### src/rtl/shift_sched.sv
// shift_sched: round-robin shared multi-cycle SLL/SRL/SRA sequencer, STEP bits per cycle.
// Build option SHIFT_SCHED_RR_EN: defined = round-robin grant, undefined = fixed priority to req0.
`default_nettype none

module shift_sched #(
  parameter int STEP = 4
) (
  input  logic        i_clk,
  input  logic        i_rst_n,
  input  logic        req0_valid,
  output logic        req0_ready,
  input  logic [31:0] req0_rs1,
  input  logic [4:0]  req0_shamt,
  input  logic [1:0]  req0_op,
  input  logic        req1_valid,
  output logic        req1_ready,
  input  logic [31:0] req1_rs1,
  input  logic [4:0]  req1_shamt,
  input  logic [1:0]  req1_op,
  output logic        rsp_valid,
  input  logic        rsp_ready,
  output logic        rsp_id,
  output logic [31:0] rsp_data,
  output logic        busy
);

  localparam logic [1:0] ST_IDLE  = 2'd0;
  localparam logic [1:0] ST_SHIFT = 2'd1;
  localparam logic [1:0] ST_RESP  = 2'd2;
  localparam logic [4:0] STEP_AMT = 5'(STEP);

  logic [1:0]  state_q, state_d;
  logic [31:0] work_q, work_d;
  logic [4:0]  rem_q, rem_d;
  logic [1:0]  op_q, op_d;
  logic        id_q, id_d;
  logic        sign_q, sign_d;

  logic        w_idle;
  logic        w_grant0, w_grant1;
  logic [4:0]  w_k;
  logic [31:0] w_fill;
  logic [31:0] w_shifted;

  assign w_idle = (state_q == ST_IDLE);

`ifdef SHIFT_SCHED_RR_EN
  // rr_q=0 favours req0, rr_q=1 favours req1.
  logic rr_q, rr_d;
  assign w_grant0 = req0_valid & (~req1_valid | ~rr_q);
  assign w_grant1 = req1_valid & (~req0_valid | rr_q);

  always_comb begin
    rr_d = rr_q;
    if (w_idle && (w_grant0 || w_grant1)) rr_d = w_grant0;
  end

  always_ff @(posedge i_clk or negedge i_rst_n) begin
    if (!i_rst_n) rr_q <= 1'b0;
    else          rr_q <= rr_d;
  end
`else
  assign w_grant0 = req0_valid;
  assign w_grant1 = req1_valid & ~req0_valid;
`endif

  assign req0_ready = w_idle & w_grant0;
  assign req1_ready = w_idle & w_grant1;

  // Last partial step shifts by whatever remains below STEP.
  assign w_k    = (rem_q >= STEP_AMT) ? STEP_AMT : rem_q;
  assign w_fill = ~(32'hFFFF_FFFF >> w_k);

  always_comb begin
    case (op_q)
      2'b00:   w_shifted = work_q << w_k;
      2'b11:   w_shifted = (work_q >> w_k) | (sign_q ? w_fill : 32'h0);
      default: w_shifted = work_q >> w_k;
    endcase
  end

  always_comb begin
    state_d = state_q;
    work_d  = work_q;
    rem_d   = rem_q;
    op_d    = op_q;
    id_d    = id_q;
    sign_d  = sign_q;
    case (state_q)
      ST_IDLE: begin
        if (w_grant0 || w_grant1) begin
          work_d  = w_grant1 ? req1_rs1   : req0_rs1;
          rem_d   = w_grant1 ? req1_shamt : req0_shamt;
          op_d    = w_grant1 ? req1_op    : req0_op;
          id_d    = w_grant1;
          sign_d  = w_grant1 ? req1_rs1[31] : req0_rs1[31];
          state_d = ((w_grant1 ? req1_shamt : req0_shamt) != 5'd0) ? ST_SHIFT : ST_RESP;
        end
      end
      ST_SHIFT: begin
        work_d = w_shifted;
        rem_d  = rem_q - w_k;
        if (rem_q == w_k) state_d = ST_RESP;
      end
      ST_RESP: begin
        if (rsp_ready) state_d = ST_IDLE;
      end
      default: state_d = ST_IDLE;
    endcase
  end

  always_ff @(posedge i_clk or negedge i_rst_n) begin
    if (!i_rst_n) begin
      state_q <= ST_IDLE;
      work_q  <= 32'h0;
      rem_q   <= 5'd0;
      op_q    <= 2'b00;
      id_q    <= 1'b0;
      sign_q  <= 1'b0;
    end else begin
      state_q <= state_d;
      work_q  <= work_d;
      rem_q   <= rem_d;
      op_q    <= op_d;
      id_q    <= id_d;
      sign_q  <= sign_d;
    end
  end

  assign rsp_valid = (state_q == ST_RESP);
  assign rsp_id    = id_q;
  assign rsp_data  = work_q;
  assign busy      = ~w_idle;

endmodule

`default_nettype wire

### config.mk
export PLATFORM = sky130hd
export DESIGN_NAME = shift_sched
export DESIGN_NICKNAME = d
export VERILOG_FILES = /design/src/rtl/shift_sched.sv
export SDC_FILE = /design/constraint.sdc
export NUM_CORES = 1
export LEC_CHECK = 0
export BUFFER_PORTS_ARGS = -buffer_cell sky130_fd_sc_hd__buf_2
export CELL_PAD_IN_SITES_DETAIL_PLACEMENT = 1
export CELL_PAD_IN_SITES_GLOBAL_PLACEMENT = 1
export CORE_AREA = 2 2 84 147
export CTS_CLUSTER_DIAMETER = 200
export DETAILED_ROUTE_END_ITERATION = 12
export DIE_AREA = 0 0 86 149
export PLACE_DENSITY = 0.87
export SLEW_MARGIN = 20
export SYNTH_ARGS = -nofsm -noshare
export SYNTH_HDL_FRONTEND = slang
export SYNTH_SLANG_ARGS = --single-unit
### constraint.sdc
create_clock -name i_clk -period 6.15 [get_ports i_clk]
set_clock_uncertainty 0.1 [all_clocks]
set_input_delay 0.3075 -clock i_clk [delete_from_list [all_inputs] [get_ports i_clk]]
set_output_delay 0.3075 -clock i_clk [all_outputs]
set_load 0.005 [all_outputs]
Word-level counts from Yosys, hierarchy flattened
Cells that the tools add are included.

Memories: 0. Memory bits (writable): 0. Output and inout port bits: 37. Latch bits: 0. ROM bits: 0. Bits in registers: 43. Word-level logic and storage cells: 49.

Divide/modulo/power cells: 0. Bitwise gates (word level): 7. Multiplexer cells: 16. Multipliers: 0. Add/subtract/negate cells: 1. Reduce and logical (&&, ||, !) cells: 8. Magnitude comparators: 1. Equal/unequal tests: 7. Shifts and indexed selects: 3.

Operator list (number): $pmux 32 s2 (2); $mux 32 (3); $not 32->32 (1); $or 32x32->32 (1); $shl 32x5->32 (1); $shr 32x5->32 (1); $shr 32x5->32 const A (1); $mux 5 (3); $mux 2 (5); $pmux 5 s2 (1); $pmux 2 s3 (1); $eq 5x5->1 (1); $ge 5x3->1 const B (1); $reduce_bool 5->1 (1); $sub 5x5->5 (1); $eq 2x2->1 const B (2); $logic_not 2->1 (2); $ne 2x1->1 const B (2); $reduce_and 2->1 (2); $and 1x1->1 (3); $reduce_and 3->1 (1); $eq 2x1->1 const B (1); $ne 2x2->1 const B (1); $not 1->1 (2); other kinds (3) (3).

Logic depth before layout (Yosys ltp)
Depth in word-level cells: 8. Mapped depth: 10. Depth with buffers taken out: 7.

Least setup slack after synthesis
No wires, ideal clock.

Kind: register to register. From: register rem_q[2]. To: register work_q[28], in the netlist rsp_data[28]. Buffers on the path: 2. Stages on the path, launching flop included: 8. Path slack: 4.040 ns. Data arrival time: 1.865 ns. Data required time: 5.905 ns. Cells stage by stage: dfrtp_1 > buf_2 > nor4b_4 > buf_4 > mux2i_1 > o32ai_1 > a2111oi_0 > a311oi_1.

Cells in the longest elaborated chain, start to end: 8.

Ends and longest elaborated chain: from (decl) (line 34) `logic [4:0] rem_q, rem_d;`; from (signal assigned) (line 123) `rem_q <= rem_d;`; $ge 5x3->1 (line 71) `assign w_k = (rem_q >= STEP_AMT) ? STEP_AMT : rem_q;`; $mux 5 * (line 71); $shr 32x5->32 (line 72) `assign w_fill = ~(32'hFFFF_FFFF >> w_k);`; $not 32->32 (line 72); $mux 32 (line 77) `2'b11: w_shifted = (work_q >> w_k) | (sign_q ? w_fill : 32'h0);`; $or 32x32->32 (line 77); $pmux 32 s2 * (line 75) `case (op_q)`; $pmux 32 s2 * (line 89) `case (state_q)`; to (signal assigned) (line 122) `work_q <= work_d;`; to (decl) (line 33) `logic [31:0] work_q, work_d;`.

Every way passes the cells marked *; elsewhere a longest branch is shown, timed or not. A chain may end at the register's enable or synchronous reset.

Worst setup path after layout
From: register rem_q[0]. To: register work_q[15], in the netlist rsp_data[15].

The elaborated chain is that of the path after synthesis.

==> out/summary.txt <==
leakage power -> 0.00221 µW
routed length per placed instance -> 24.9 µm
Distinct cells, synth -> 62
total global-route track usage -> 32.8%
largest net degree at the start of global routing -> 54
post-CTS setup repair buffer count -> 0
M1 GR Usage -> 38.4%
Max-slew headroom -> 25.5%
sequential area share after synthesis -> 23.1%
vias post-DR -> 6004
Worst-Margin Slew -> 1120 ps
NumNets Final -> 801
Post-synth ARST share -> 100%
top area cells in the synthesized netlist -> dfrtp_1 (23%), nand2_1 (7.5%), mux2i_1 (6.4%)
Sequential cell area -> 1080 µm²
Critical Path RT -> 6290 ps
Critical Path AT -> 3030 ps
Max clock buf depth -> 2
Slew Viols, Final -> 0
Buf/Inv on CP -> 0
global-route wire length before repair -> 33000 µm
ratio of cells with drive above 1 in the final layout -> 21.3%
Global Route met2 Usage -> 56.2%
root buffer cell -> clkbuf_16
initial antenna violation count -> 0
final wirelength -> 21200 µm
n_diodes -> 0
Worst Setup Start Kind -> register
pre-CTS setup slack -> 3180 ps
GR Util met3 -> 3.98%
placer's final routability congestion estimate -> 0.949
DRT antenna net count -> 0
TritonCTS clock tree -> done
P&R area growth vs syn -> 14.5%
Levels on crit path -> 5
Tmin final -> 2890 ps
critical path's largest stage delay -> 830 ps
Final period util -> 47.0%
Die W -> 86 µm
die area -> 12800 µm²
hold path start -> req0_rs1[25]
final setup margin -> 3260 ps
Synth area leader -> dfrtp_1
status -> completed
fmax -> 0.346 GHz
CP endpoint kind -> register
Iter 0 DRT Violations -> 566
setup TNS -> 0 ps
Avg Vias per Cell -> 7.06
top-area cell type share of the netlist area -> 23.1%
Setup crit end -> rsp_data[15]
Die Y-Extent -> 149 µm
Reg2Reg Setup Slack -> 3260 ps
CP top delay family -> simple AND/OR/NAND/NOR gates
Synth Warn # -> 0
post-DP HPWL -> 14500 µm
crit-path cells -> or4b_4 -> mux2i_1 -> or4_1 -> a31oi_1 -> a211o_1
grt ovf -> 0
most used routing layer -> met2
I/O Buffers -> 119
Post-DP Area -> 5160 µm²
most frequent cells after synthesis -> nand2_1 (93), nor2_1 (56), clkbuf_1 (55)
CP startpoint -> rem_q[0]
vias in the first global route -> 6025
Worst R2R Start -> rem_q[0]
fillcell total -> 1541
DRT Pass-1 Iters -> 5
syn_nets -> 746
Cell Pwr Density -> 597 nW/µm²
H-tree levels -> 2
Worst Hold Class -> input pin to register
Peak VDD IR -> 0.000316 V
worst-path fanout max -> 38
area of the multi-input gates -> 3230 µm²
r2r worst-path depth -> 5
Initial Util -> 39.7%
CTS buffer count -> 5
core region area -> 11700 µm²
Post-synth EDFFs -> 0
max_cap viols -> 0
Post-Syn Instances -> 659
RSZ-0062 raised after global routing -> false
Mapped Avg Cell Area -> 7.07 µm²
slowest CP cell -> or4b_4
Post-Syn Area -> 4660 µm²
r2r endpoint -> rsp_data[15]
# rows -> 53
Crit Path Class -> register to register
Final Cell Area -> 5330 µm²
clock sink count -> 43
Setup Viol. Count Final -> 0
Post-synth top flop -> dfrtp_1
top-count cell post-synth -> nand2_1
fin util -> 45.4%
clock-pin slew on the worst setup and hold paths -> 70 ps
count of final hold-check violations -> 0
Post-CTS Resized -> 0
#FFs+latches synth -> 43
IO Pins -> 120
Clock Latency Late Sink -> 300 ps
# DRC -> 0
-- state kept, by name, indices dropped and copies added (netlist names) --
signal    count
rsp_data     32
rem_q         5
op_q          2
state_q       2
rsp_id        1
sign_q        1
-- per-layer routing --
| layer | routed length, µm | part of all wire, % |
|---|---|---|
| met4 | 1210 | 5.7 |
| met5 | 0 | 0 |
| met3 | 1420 | 6.7 |
| met2 | 10700 | 51 |
| met1 | 7790 | 37 |
-- tightest hold or removal path: stages --
cell and delay (ps):
buf_2 100, nand2_1 60, a311oi_1 80
-- cell families (layout without fill, tap and decap cells) --
| group | count (synthesis) | after routing | synth area share, % |
|---|---|---|---|
| buf+inv | 90 | 145 | 8.30 |
| flops | 43 | 43 | 23.1 |
| fa+ha+maj | 4 | 4 | 1.07 |
| mux | 30 | 30 | 6.45 |
| compound gates | 251 | 251 | 36.0 |
| simple gates | 238 | 238 | 24.8 |
| xor+xnor | 1 | 1 | 0.188 |
| other cells | 2 | 2 | 0.161 |
-- worst min path at each step --
stage	slack, ps	end	cells after the start
3_5_place_dp	460	rsp_id	2
5_1_grt	200	rsp_data[25]	3
6_report	180	rsp_data[25]	3
4_1_cts	160	rsp_data[29]	1
2_1_floorplan	-90	op_q[0]	0
3_3_place_gp	430	rsp_id	2
-- area by class of cell --
class	instances	area share, %
multi-input cells	526	60.5
flip-flops and latches	43	20.2
repair buffers	128	12.7
well taps	137	3.21
clock buffers	6	2.60
inverters	10	0.704
clock inverters	1	0.0938
-- metrics by stage --
step	std cells	total power (µW)	hold slack, ps
final	851	3180	185
after global routing	851	3390	196
after CTS	849	3100	164
after detailed placement	842	2800	456
after global placement	842	2740	432
after floorplan	659	2090	-88.1
-- power by group --
group / leakage (µW) / internal (µW) / switching [µW]
Clock: 0.0000727 / 160 / 132
Combinational: 0.00164 / 747 / 1270
Sequential: 0.000504 / 430 / 441
Total: 0.00221 / 1340 / 1850
-- placed cells by master, fill, tap and decap left out, drive strengths merged, types with 6 or more instances in the layout --
master | Yosys | layout
nand3 | 19 | 19
clkbuf | 55 | 6
nor2b | 10 | 10
nand4 | 11 | 11
o221ai | 6 | 6
o21ai | 55 | 55
a221oi | 24 | 24
a211oi | 7 | 7
a31oi | 27 | 27
nor2 | 57 | 57
a211o | 8 | 8
a311oi | 6 | 6
buf | 25 | 127
mux2i | 30 | 30
nand2b | 7 | 7
nor3 | 17 | 17
o22ai | 23 | 23
dfrtp | 43 | 43
and2 | 6 | 6
nand2 | 94 | 94
inv | 10 | 10
a21oi | 49 | 49
o211ai | 6 | 6
-- what timing repair did --
item,4_1_cts,5_1_grt
endpoints found under the hold margin,0,43
endpoints found under the setup margin,0,0
hold buffers,0,1
(Power assumes the default switching activity.)
